===== src/rtl/coin_acceptor.sv =====
// Coin acceptor front end.
// Collects coins against a latched cost in nickel units and keeps the
// quarter/dime/nickel inventory that the change logic draws from.
// It signals done when the cost is met, refund on cancel or timeout,
// and reject when a coin cannot be taken.
module coin_acceptor #(
    parameter int AMT_W   = 4,
    parameter int INV_MAX = 3,
    parameter int TIMEOUT = 15
) (
    input  logic             clk,
    input  logic             rst,
    input  logic             start,
    input  logic [AMT_W-1:0] cost,
    input  logic             coin_valid,
    input  logic [1:0]       coin_type,
    input  logic             cancel,
    input  logic             disp_valid,
    input  logic [2:0]       disp_coin,
    output logic             busy,
    output logic [AMT_W-1:0] paid,
    output logic             coin_accept,
    output logic             coin_reject,
    output logic             done,
    output logic             refund,
    output logic             cough_up_more,
    output logic [1:0]       quarters,
    output logic [1:0]       dimes,
    output logic [1:0]       nickels
);

    typedef enum logic [1:0] {IDLE, COLLECT, DONE, REFUND} state_t;

    localparam int INV_W = 2;
    localparam int TMR_W = $clog2(TIMEOUT + 1);
    localparam logic [INV_W-1:0] INV_FULL = INV_W'(INV_MAX);
    localparam logic [TMR_W-1:0] TMR_LAST = TMR_W'(TIMEOUT - 1);
    localparam logic [AMT_W:0]   AMT_MAX  = {1'b0, {AMT_W{1'b1}}};

    // Inventory and per-transaction counts indexed 0=nickel, 1=dime, 2=quarter.
    state_t             state_reg;
    logic [AMT_W-1:0]   cost_reg;
    logic [AMT_W-1:0]   paid_reg;
    logic [TMR_W-1:0]   timer_reg;
    logic [INV_W-1:0]   inv_reg [0:2];
    logic [INV_W-1:0]   tx_reg  [0:2];
    logic               busy_reg;
    logic               coin_accept_reg;
    logic               coin_reject_reg;
    logic               done_reg;
    logic               refund_reg;
    logic               cough_reg;

    logic [2:0]         coin_val;
    logic [1:0]         coin_idx;
    logic               coin_legal;
    logic [1:0]         disp_idx;
    logic               disp_legal;
    logic [AMT_W:0]     sum;
    logic               can_accept;

    // Decode the presented coin and the dispensed coin into value and slot.
    always_comb begin
        coin_val   = 3'd0;
        coin_idx   = 2'd0;
        coin_legal = 1'b0;
        case (coin_type)
            2'b01:   begin coin_val = 3'd1; coin_idx = 2'd0; coin_legal = 1'b1; end
            2'b10:   begin coin_val = 3'd2; coin_idx = 2'd1; coin_legal = 1'b1; end
            2'b11:   begin coin_val = 3'd5; coin_idx = 2'd2; coin_legal = 1'b1; end
            default: begin coin_val = 3'd0; coin_idx = 2'd0; coin_legal = 1'b0; end
        endcase
        disp_idx   = 2'd0;
        disp_legal = 1'b0;
        case (disp_coin)
            3'd1:    begin disp_idx = 2'd0; disp_legal = 1'b1; end
            3'd2:    begin disp_idx = 2'd1; disp_legal = 1'b1; end
            3'd5:    begin disp_idx = 2'd2; disp_legal = 1'b1; end
            default: begin disp_idx = 2'd0; disp_legal = 1'b0; end
        endcase
    end

    // One extra bit on the sum so an overflowing coin is seen rather than wrapped.
    assign sum        = {1'b0, paid_reg} + (AMT_W + 1)'(coin_val);
    assign can_accept = coin_legal && (inv_reg[coin_idx] < INV_FULL) && (sum <= AMT_MAX);

    // Transaction FSM; every output is a register updated here.
    always_ff @(posedge clk) begin
        if (rst) begin
            state_reg       <= IDLE;
            cost_reg        <= '0;
            paid_reg        <= '0;
            timer_reg       <= '0;
            busy_reg        <= 1'b0;
            coin_accept_reg <= 1'b0;
            coin_reject_reg <= 1'b0;
            done_reg        <= 1'b0;
            refund_reg      <= 1'b0;
            cough_reg       <= 1'b0;
            for (int i = 0; i < 3; i++) begin
                inv_reg[i] <= '0;
                tx_reg[i]  <= '0;
            end
        end else begin
            coin_accept_reg <= 1'b0;
            coin_reject_reg <= 1'b0;
            done_reg        <= 1'b0;
            refund_reg      <= 1'b0;
            case (state_reg)
                IDLE: begin
                    if (disp_valid && disp_legal && (inv_reg[disp_idx] != '0))
                        inv_reg[disp_idx] <= inv_reg[disp_idx] - INV_W'(1);
                    if (start) begin
                        cost_reg  <= cost;
                        paid_reg  <= '0;
                        timer_reg <= '0;
                        busy_reg  <= 1'b1;
                        for (int i = 0; i < 3; i++)
                            tx_reg[i] <= '0;
                        if (cost == '0) begin
                            state_reg <= DONE;
                            done_reg  <= 1'b1;
                            cough_reg <= 1'b0;
                        end else begin
                            state_reg <= COLLECT;
                            cough_reg <= 1'b1;
                        end
                    end
                end
                COLLECT: begin
                    if (cancel) begin
                        state_reg  <= REFUND;
                        refund_reg <= 1'b1;
                        cough_reg  <= 1'b0;
                        if (coin_valid)
                            coin_reject_reg <= 1'b1;
                    end else if (coin_valid) begin
                        timer_reg <= '0;
                        if (can_accept) begin
                            paid_reg          <= sum[AMT_W-1:0];
                            inv_reg[coin_idx] <= inv_reg[coin_idx] + INV_W'(1);
                            tx_reg[coin_idx]  <= tx_reg[coin_idx] + INV_W'(1);
                            coin_accept_reg   <= 1'b1;
                            if (sum[AMT_W-1:0] >= cost_reg) begin
                                state_reg <= DONE;
                                done_reg  <= 1'b1;
                                cough_reg <= 1'b0;
                            end
                        end else begin
                            coin_reject_reg <= 1'b1;
                        end
                    end else if (timer_reg == TMR_LAST) begin
                        state_reg  <= REFUND;
                        refund_reg <= 1'b1;
                        cough_reg  <= 1'b0;
                    end else begin
                        timer_reg <= timer_reg + TMR_W'(1);
                    end
                end
                DONE: begin
                    state_reg <= IDLE;
                    busy_reg  <= 1'b0;
                end
                REFUND: begin
                    // Coins of this transaction go back to the customer.
                    for (int i = 0; i < 3; i++)
                        inv_reg[i] <= inv_reg[i] - tx_reg[i];
                    state_reg <= IDLE;
                    busy_reg  <= 1'b0;
                end
                default: begin
                    state_reg <= IDLE;
                    busy_reg  <= 1'b0;
                end
            endcase
        end
    end

    assign busy          = busy_reg;
    assign paid          = paid_reg;
    assign coin_accept   = coin_accept_reg;
    assign coin_reject   = coin_reject_reg;
    assign done          = done_reg;
    assign refund        = refund_reg;
    assign cough_up_more = cough_reg;
    assign nickels       = inv_reg[0];
    assign dimes         = inv_reg[1];
    assign quarters      = inv_reg[2];

endmodule


===== config.mk =====
export PLATFORM = sky130hd
export DESIGN_NAME = coin_acceptor
export DESIGN_NICKNAME = d
export VERILOG_FILES = /design/src/rtl/coin_acceptor.sv
export SDC_FILE = /design/constraint.sdc
export NUM_CORES = 1
export LEC_CHECK = 0
export ABC_AREA = 1
export ABC_CLOCK_PERIOD_IN_PS = 2700
export CAP_MARGIN = 20
export CORE_MARGIN = 8
export CORE_UTILIZATION = 35
export DETAILED_ROUTE_END_ITERATION = 16
export GPL_TIMING_DRIVEN = 0
export SYNTH_ARGS = -nofsm -noshare
export SYNTH_HDL_FRONTEND = slang
export SYNTH_SLANG_ARGS = --single-unit

===== constraint.sdc =====
create_clock -name clk -period 2.7 [get_ports clk]
set_clock_uncertainty 0.1 [all_clocks]
set_input_delay 0.54 -clock clk [delete_from_list [all_inputs] [get_ports clk]]
set_output_delay 0.54 -clock clk [all_outputs]
set_load 0.03 [all_outputs]

==> metrics.md, run 1 <==
| Metric | Value |
|---|---|
| Max Cap Violations | `0` |
| Slowest stage delay, CP | `420 ps` |
| Core area | `5920 sq um` |
| Routed WL | `5.07 mm` |
| RSZ-0062 raised after global routing | `yes` |
| Post-synth EDFFs | `12` |
| GRT Util Overall | `0.122` |
| Max Slew Vio Count | `0` |
| Kind of critical path | `primary input to register` |
| Initial Util | `0.361` |
| Antenna Cells | `0` |
| Grt ovf | `0` |
| Drt first pass iters | `4` |
| CTS tree | `yes` |
| Clock insertion delay at the later pin of the skew report | `290 ps` |
| Post-Syn Area per Cell | `7.25 sq um` |
| Final hold vios | `0` |
| Vert. Die Dim | `94.2 microns` |
| HPWL Detailed | `3.95 mm` |
| CP Buf/Inv Count | `4` |
| Final setup vio count | `0` |
| Cell Chain, Critical Path | `clkdlybuf4s18_2, clkbuf_1, ha_1, inv_1, fa_1, xnor2_2, ha_1, nand2_1, inv_1, nand2_1, nand3_1, nand2_1, nand2_1, nand3_1, nand2_1, a21oi_1` |
| DRT antenna net count | `0` |
| CTS Buf Count | `5` |
| Inst Count DP | `400` |
| Arr. time, crit path | `2690 ps` |
| Leak | `1.32 nW` |
| Sinks on Clock Net | `32` |
| Largest net degree at the start of global routing | `12` |
| DR WL/cell | `12.4 microns` |
| Die ar. | `8870 sq um` |
| Max Freq | `0.390 GHz` |
| Busiest grt layer | `met2` |
| Die Wd | `94.2 microns` |
| Status | `complete, no violations` |
| First-pass GRT wire length | `8.61 mm` |
| Most used DFF post-synth | `dfxtp_1` |
| Met1 usage | `0.150` |
| Asr flop ratio synth | `0` |
| Critical Path End Type | `register` |
| Clock transition at the registers of the reported paths | `70 ps` |
| I/O pins | `31` |
| Post-synth cell types | `36` |
| Num rows | `28` |
| Critical-path top delay cell | `fa_1` |
| Syn_nets | `325` |
| Post-Synthesis Cell Area | `2140 sq um` |
| Yosys top cell by area | `dfxtp_1` |
| Fin cells | `409` |
| Sequential share of the synthesized area | `0.356` |
| Antenna violations before repair | `0` |
| Critical path data required time | `2820 ps` |
| Port buffer count | `30` |
| Global placer's final weighted congestion | `0.829` |
| Hold Path Class | `register to register` |
| Final period util | `0.950` |
| Root buffer cell | `clkbuf_8` |
| H-tree level count | `2` |
| Delay-heaviest family, CP | `adder cells` |
| Final Util | `0.452` |
| Crit path time final | `2570 ps` |
| Most common cell in the netlist | `nand2_1` |
| Vias in the first global route | `1898` |
| Drt via density | `4.74` |
| Synthesized flop and latch total | `32` |
| Fraction of layout cells with a size suffix above 1 | `0.120` |
| Yosys warning total | `0` |
| M2 GR Usage | `0.199` |
| Final #Nets | `363` |
| Synth area leaders | `dfxtp_1 (19%), edfxtp_1 (17%), nand2_1 (14%)` |
| PwrDens | `603 nW/um^2` |
| Peak supply drop | `0.384 mV` |
| GR Layer Usage met3 | `0.0328` |
| Clk buf depth | `2` |
| Final Power | `1.61 mW` |
| Worst R2R Path Depth | `14` |
| Worst path depth | `16` |
| Synth top area share | `0.187` |
| # DRC | `0` |
| CP Max Fanout | `5` |
| CP most frequent cell | `nand2_1` |
| Via count | `1937` |
| Layout overhead on the synthesized area | `25.2%` |
| Startpoint types | `primary input` |
| Most frequent cells after synthesis | `nand2_1 (80), inv_1 (51), nor2_1 (25), nand3_1 (21), dfxtp_1 (20)` |
| Hold path depth | `2` |
| Setup total negative slack | `0 ps` |
| Slew HR | `0.565` |
| Worst-Margin Slew | `647 ps` |
| DRT iter0 DRCs | `76` |
| Post-synthesis cell count | `295` |
[metal layers]
| metal | wire length, microns | part of all wire | vias to the layer above |
|---|---|---|---|
| met5 | 0 | 0 | - |
| met4 | 58 | 0.011 | 0 |
| met3 | 247 | 0.049 | 5 |
| met2 | 2350 | 0.46 | 36 |
| met1 | 2420 | 0.48 | 882 |
| li1 | - | - | 1014 |
[worst paths after layout]
kind                                    start             to  slack (ps)
worst max-delay path             coin_type[0]  cough_up_more         130
worst min-delay path            cough_up_more  cough_up_more         350
worst max register to register        paid[0]  cough_up_more         400
worst min register to register  cough_up_more  cough_up_more         350
[worst min-delay path, cell delays in order (launching register included)]
cell	delay [ps]
dfxtp_1	310
inv_1	50
a21oi_1	50
[kinds of logic (layout without fill, tap and decap cells)]
logic type,after synthesis,in the layout,share of synthesized area
XOR/XNOR,7,7,0.0322
AND/OR/NAND/NOR,150,150,0.331
flip-flops,32,32,0.356
AO/OA/AOI/OAI,31,31,0.0837
buffers and inverters,60,99,0.106
adder cells (fa/ha/maj),15,15,0.0913
[layout make-up]
class	count	area, sq um
Multi-Input combinational cell	203	1190
Sequential cell	32	761
Timing Repair Buffer	31	303
Tap cell	75	93.8
Inverter	58	219
Buffer	2	7.51
Fill cell	605	3240
Clock inverter	2	11.3
Clock buffer	6	93.8
[through the flow]
step / hold WS [ps] / setup slack, ps / area, sq um
3_5_place_dp: 346 / -676 / 2530
4_1_cts: 357 / 4.94 / 2640
6_report: 350 / 134 / 2680
2_1_floorplan: 335 / 266 / 2140
5_1_grt: 370 / -47.5 / 2680
3_3_place_gp: 337 / -681 / 2530
[where the power goes]
group,internal (mW),switching (mW)
logic,0.222,0.351
clock network,0.236,0.193
registers,0.563,0.0486
[cells in the final DEF (no fill, tap or decap), types with 3 or more instances in the layout]
cell             synthesis  routed
clkbuf_8                 0       5
edfxtp_1                12      12
nand3_1                 21      21
nor3_1                   3       3
a21oi_1                 12      12
o22ai_1                  4       4
inv_2                    6       6
nand2_1                 80      78
o21ai_1                  3       3
dfxtp_1                 20      20
ha_1                    14      13
inv_1                   51      51
clkdlybuf4s50_1          0      28
nand2_2                  4       5
nor2_1                  25      25
nor2_4                   3       3
xor2_1                   5       4
nand4_1                  3       3
o21ai_0                  8       8
[what timing repair did]
action,CTS,global route
buffers inserted,0,1
setup endpoints to repair,30,10
hold buffers,0,0
resized for setup,7,9
pin swaps,0,1
No activity file was read; power rests on OpenSTA's default activity.
==> inputs of run 2 (changes only) <==
- GPL_TIMING_DRIVEN: 0 -> 1
- SKIP_LAST_GASP: default -> 1
==> metrics.md, run 2 (synthesized netlist as in run 1, its figures left out) <==
| Metric | Value |
|---|---|
| Slew HR | `0.713 (+0.147)` |
| Sinks on Clock Net | `32 (unchanged)` |
| Final hold vios | `0 (unchanged)` |
| Fill cells | `581 (-4.0%)` |
| Largest net degree at the start of global routing | `11 (-1)` |
| Cell Chain, Critical Path | `dlygate4sd2_1, nand2_2, inv_2, ha_1, nand3_1, nand3_1, xor2_1, ha_1, a21oi_1, nand3_1, nand2_1, nand2_1, nand3_1, nand2_1, a21oi_1` |
| Initial Util | `0.361 (unchanged)` |
| Vert. Die Dim | `94.2 microns (unchanged)` |
| I/O pins | `31 (unchanged)` |
| Critical-path top delay cell | `ha_1` |
| Die ar. | `8870 sq um (unchanged)` |
| CTS tree | `yes` |
| Clock transition at the registers of the reported paths | `70 ps (about the same)` |
| Leak | `1.43 nW (+8.1%)` |
| Max Cap Violations | `0 (unchanged)` |
| Drt first pass iters | `4 (unchanged)` |
| Setup total negative slack | `0 ps (unchanged)` |
| Commonest cells after routing, fill and taps aside | `nand2_1 (79), inv_1 (51), clkdlybuf4s50_1 (28)` |
| Vias in the first global route | `1954 (+3.0%)` |
| # DRC | `0 (unchanged)` |
| R2R Setup Slk | `400 ps (about the same)` |
| Port buffer count | `30 (unchanged)` |
| Critical path data required time | `2820 ps (about the same)` |
| Worst-Margin Slew | `429 ps (-218 ps)` |
| Routed WL | `5.14 mm (+1.3%)` |
| DR WL/cell | `11.9 microns (-3.8%)` |
| Max Freq | `0.402 GHz (+3.2%)` |
| Final period util | `0.921 (-0.0295)` |
| Final Power | `1.64 mW (+1.7%)` |
| DRT iter0 DRCs | `89 (+17%)` |
| Via count | `1977 (+2.1%)` |
| Global placer's final weighted congestion | `0.843 (+1.7%)` |
| H-tree level count | `2 (unchanged)` |
| Fraction of layout cells with a size suffix above 1 | `0.169 (+0.0488)` |
| DRT antenna net count | `0 (unchanged)` |
| Clk buf depth | `2 (unchanged)` |
| Crit path time final | `2490 ps (-79.5 ps)` |
| CP Buf/Inv Count | `2 (-2)` |
| Register area | `761 sq um (unchanged)` |
| Final #Nets | `385 (+6.1%)` |
| Num rows | `28 (unchanged)` |
| Kind of critical path | `primary input to register` |
| PwrDens | `582 nW/um^2 (-3.5%)` |
| CP Max Fanout | `3 (-2)` |
| Arr. time, crit path | `2610 ps (-80 ps)` |
| Grt ovf | `0 (unchanged)` |
| Final setup vio count | `0 (unchanged)` |
| DP Area | `2710 sq um (+6.8%)` |
| Slowest stage delay, CP | `300 ps (-120 ps)` |
| Final Util | `0.477 (+0.0243)` |
| Design Area, Final | `2820 sq um (+5.4%)` |
| Drt via density | `4.59 (-3.1%)` |
| HPWL Detailed | `4.14 mm (+4.7%)` |
| Delay-heaviest family, CP | `simple AND/OR/NAND/NOR gates` |
| Max Slew Vio Count | `0 (unchanged)` |
| Die Wd | `94.2 microns (unchanged)` |
| Core area | `5920 sq um (unchanged)` |
| Status | `complete, no violations` |
| GRT Util Overall | `0.124 (+0.00228)` |
| CTS Buf Count | `5 (unchanged)` |
| Root buffer cell | `clkbuf_8` |
| Startpoint types | `primary input` |
| Layout overhead on the synthesized area | `31.9%` |
| Critical Path End Type | `register` |
| Multi-input logic area | `1160 sq um (-2.1%)` |
| Clock insertion delay at the later pin of the skew report | `290 ps (about the same)` |
| Antenna violations before repair | `0 (unchanged)` |
| First-pass GRT wire length | `8.69 mm (+0.96%)` |
| CP most frequent cell | `nand3_1` |
| Peak supply drop | `0.367 mV (-4.6%)` |
| Most common cell after layout, fill and taps aside | `nand2_1` |
| Antenna Cells | `0 (unchanged)` |
| Hold Path Class | `register to register` |
| RSZ-0062 raised after global routing | `no` |
[run 2: stage by stage]
stage               std cells  worst slack [ps]  hold slack [ps]
floorplan                 295               266              335
global placement          422              -379              340
detailed placement        422              -433              350
CTS                       430               168              361
global route              431              9.41              392
finish                    431               213              358
[run 2: cell type report]
cell class,count,share of cell area
tap,75,0.0333
clock inverter,1,0.00177
clock buffer,7,0.0346
multi-input combinational,203,0.412
sequential,32,0.270
inverter,58,0.0776
timing repair buffer,55,0.171
[run 2: worst reg2reg max path: stages, from the launching register on]
cell and delay (ps):
dfxtp_1 360, ha_1 180, inv_1 60, fa_2 520, inv_1 60, ha_1 290, nand2_1 70, nand2_1 50
nand2_1 50, nand3_1 80, nand2_1 70, nand2_1 80, nand3_1 90, nand2_1 50, a21oi_1 120
[run 2: worst paths after layout]
kind                            cells past startpoint          start            end
worst max register to register                     14        paid[0]  cough_up_more
worst min register to register                      2  cough_up_more  cough_up_more
worst max-delay path                               15   coin_type[1]  cough_up_more
worst min-delay path                                2  cough_up_more  cough_up_more
[run 2: per-layer routing]
layer	wire length, microns	track usage	vias up	share of wire
li1	-	-	1061	-
met1	2500	0.153	866	0.49
met2	2290	0.196	44	0.45
met3	281	0.0352	6	0.055
met4	68	0.0528	0	0.013
met5	0	0	-	0
[run 2: what timing repair did]
| action | in CTS | in global routing |
|---|---|---|
| hold buffers | 0 | 0 |
| gates resized for setup | 4 | 3 |
| setup buffers | 0 | 1 |
| endpoints found under the setup margin | 15 | 1 |
[run 2: where the power goes]
part | total (mW) | internal [mW] | switching (mW)
Clock | 0.427 | 0.237 | 0.190
Combinational | 0.604 | 0.246 | 0.358
Sequential | 0.610 | 0.563 | 0.0476
==> inputs of run 3 (changes only) <==
==> constraint.sdc (replaced) <==
create_clock -name clk -period 2.7 [get_ports clk]
set_clock_uncertainty 0.1 [all_clocks]
set_input_delay 0.27 -clock clk [delete_from_list [all_inputs] [get_ports clk]]
set_output_delay 0.27 -clock clk [all_outputs]
set_load 0.03 [all_outputs]
==> metrics.md, run 3 (synthesized netlist as in run 1, its figures left out) <==
| Metric | Value |
|---|---|
| Drt via density | `4.56 (-0.61%)` |
| Die ar. | `8870 sq um (unchanged)` |
| Antenna Cells | `0 (unchanged)` |
| Final #Nets | `378 (-1.8%)` |
| Final Util | `0.467 (-0.00993)` |
| Busiest grt layer | `met2` |
| Critical-path top delay cell | `clkdlybuf4s50_1` |
| Status | `complete, no violations` |
| CTS Buf Count | `5 (unchanged)` |
| Crit path time final | `2490 ps (+7.03 ps)` |
| Sinks on Clock Net | `32 (unchanged)` |
| Max Slew Vio Count | `0 (unchanged)` |
| Max Cap Violations | `0 (unchanged)` |
| Final hold vios | `0 (unchanged)` |
| Clk buf depth | `2 (unchanged)` |
| Clock transition at the registers of the reported paths | `70 ps (about the same)` |
| M2 GR Usage | `0.200 (+0.00406)` |
| Inst Count DP | `416 (-1.4%)` |
| Kind of critical path | `primary input to register` |
| First-pass GRT wire length | `8.82 mm (+1.4%)` |
| Critical path data required time | `2830 ps (about the same)` |
| Via count | `1933 (-2.2%)` |
| Routed WL | `5.07 mm (-1.4%)` |
| Num rows | `28 (unchanged)` |
| GR Layer Usage met3 | `0.0312 (-0.00400)` |
| H-tree level count | `2 (unchanged)` |
| Final setup vio count | `0 (unchanged)` |
| CP Buf/Inv Count | `2 (unchanged)` |
| Most common cell after layout, fill and taps aside | `nand2_1` |
| Initial Util | `0.361 (unchanged)` |
| Max Freq | `0.401 GHz (-0.28%)` |
| Hold Path Class | `register to register` |
| Peak supply drop | `0.325 mV (-11%)` |
| Commonest cells after routing, fill and taps aside | `nand2_1 (80), inv_1 (51), clkdlybuf4s50_1 (29)` |
| Worst setup margin | `206 ps (-7.03 ps)` |
| Fin cells | `424 (-1.6%)` |
| Grt ovf | `0 (unchanged)` |
| Global placer's final weighted congestion | `0.835 (-0.90%)` |
| Largest net degree at the start of global routing | `15 (+4)` |
| CP Max Fanout | `3 (unchanged)` |
| Core area | `5920 sq um (unchanged)` |
| Vias in the first global route | `1942 (-0.61%)` |
| Slew HR | `0.586 (-0.127)` |
| Die Wd | `94.2 microns (unchanged)` |
| I/O pins | `31 (unchanged)` |
| Root buffer cell | `clkbuf_8` |
| Layout overhead on the synthesized area | `29.2%` |
| Vert. Die Dim | `94.2 microns (unchanged)` |
| # DRC | `0 (unchanged)` |
| GRT Util Overall | `0.125 (+0.00149)` |
| DRT antenna net count | `0 (unchanged)` |
| Arr. time, crit path | `2620 ps (about the same)` |
| Clock insertion delay at the later pin of the skew report | `290 ps (about the same)` |
| PwrDens | `580 nW/um^2 (-0.20%)` |
| Drt first pass iters | `4 (unchanged)` |
| Fraction of layout cells with a size suffix above 1 | `0.143 (-0.0253)` |
| DR WL/cell | `12.0 microns (+0.27%)` |
| Pre-CTS WS | `-156 ps (+277 ps)` |
| HPWL Detailed | `4.09 mm (-1.1%)` |
| Post-CTS Setup Bufs | `0 (unchanged)` |
| Cell Chain, Critical Path | `clkdlybuf4s50_1, nand2_1, inv_2, ha_1, nand3_1, nand3_1, xor2_1, ha_1, a21oi_1, nand3_1, nand2_1, nand2_1, nand3_1, nand2_1, a21oi_1` |
| Leak | `1.40 nW (-2.2%)` |
| Met1 usage | `0.158 (+0.00555)` |
| Antenna violations before repair | `0 (unchanged)` |
| Critical Path End Type | `register` |
| Final hold slack | `345 ps (-13.1 ps)` |
| CTS tree | `yes` |
| Worst-Margin Slew | `617 ps (+187 ps)` |
| Port buffer count | `30 (unchanged)` |
| Final period util | `0.924 (+0.00260)` |
| Startpoint types | `primary input` |
| Delay-heaviest family, CP | `simple AND/OR/NAND/NOR gates` |
| Slowest stage delay, CP | `550 ps (+250 ps)` |
| RSZ-0062 raised after global routing | `no` |
| DRT iter0 DRCs | `100 (+12%)` |
-- run 3: cell count changes in the layout (fill, tap and decap cells not counted), sizes merged --
cell	previous run	this run
inv	57	58
clkdlybuf4s50	28	29
buf	25	18
clkinv	2	1
clkbuf	8	7
dlymetal6s2s	0	1
dlygate4sd2	1	0
-- run 3: path summary, 6_finish.rpt --
check / from / endpoint / slack [ps] / cells past startpoint
setup / recovery: coin_type[1] / cough_up_more / 210 / 15
hold / removal: cough_up_more / cough_up_more / 350 / 2
setup reg to reg: paid[0] / cough_up_more / 420 / 14
hold reg to reg: cough_up_more / cough_up_more / 350 / 2
-- run 3: final cells by class --
class	count	area, sq um
Fill cell	578	3160
Multi-Input combinational cell	203	1160
Sequential cell	32	761
Timing Repair Buffer	48	438
Inverter	58	219
Tap cell	75	93.8
Clock buffer	7	86.3
Clock inverter	1	6.26
-- run 3: worst min-delay path: stages, from the launching register on --
cell     delay [ps]
dfxtp_1         310
inv_1            50
a21oi_1          50
-- run 3: power breakdown --
part           switching [mW]  internal, mW  total, mW
sequential             0.0476         0.563      0.610
combinational           0.355         0.239      0.594
clock                   0.192         0.208      0.400
total                   0.594          1.01       1.60
-- run 3: per-stage QoR --
step / power, mW / cell area, sq um / TNS, ps
6_report: 1.60 / 2760 / 0
5_1_grt: 1.72 / 2760 / 0
4_1_cts: 1.62 / 2750 / 0
3_5_place_dp: 1.21 / 2660 / -1710
3_3_place_gp: 1.21 / 2660 / -950
2_1_floorplan: 1.01 / 2140 / 0
-- run 3: routing by layer --
metal  part of all wire  up-vias
met5                  0        -
met3              0.044        8
met4              0.014        0
met1               0.49      844
met2               0.45       33
li1                   -     1048
-- run 3: repair_timing --
| action | CTS | global route |
|---|---|---|
| gates resized for setup | 0 | 2 |
| endpoints found under the setup margin | 0 | 5 |
| hold buffers | 0 | 0 |
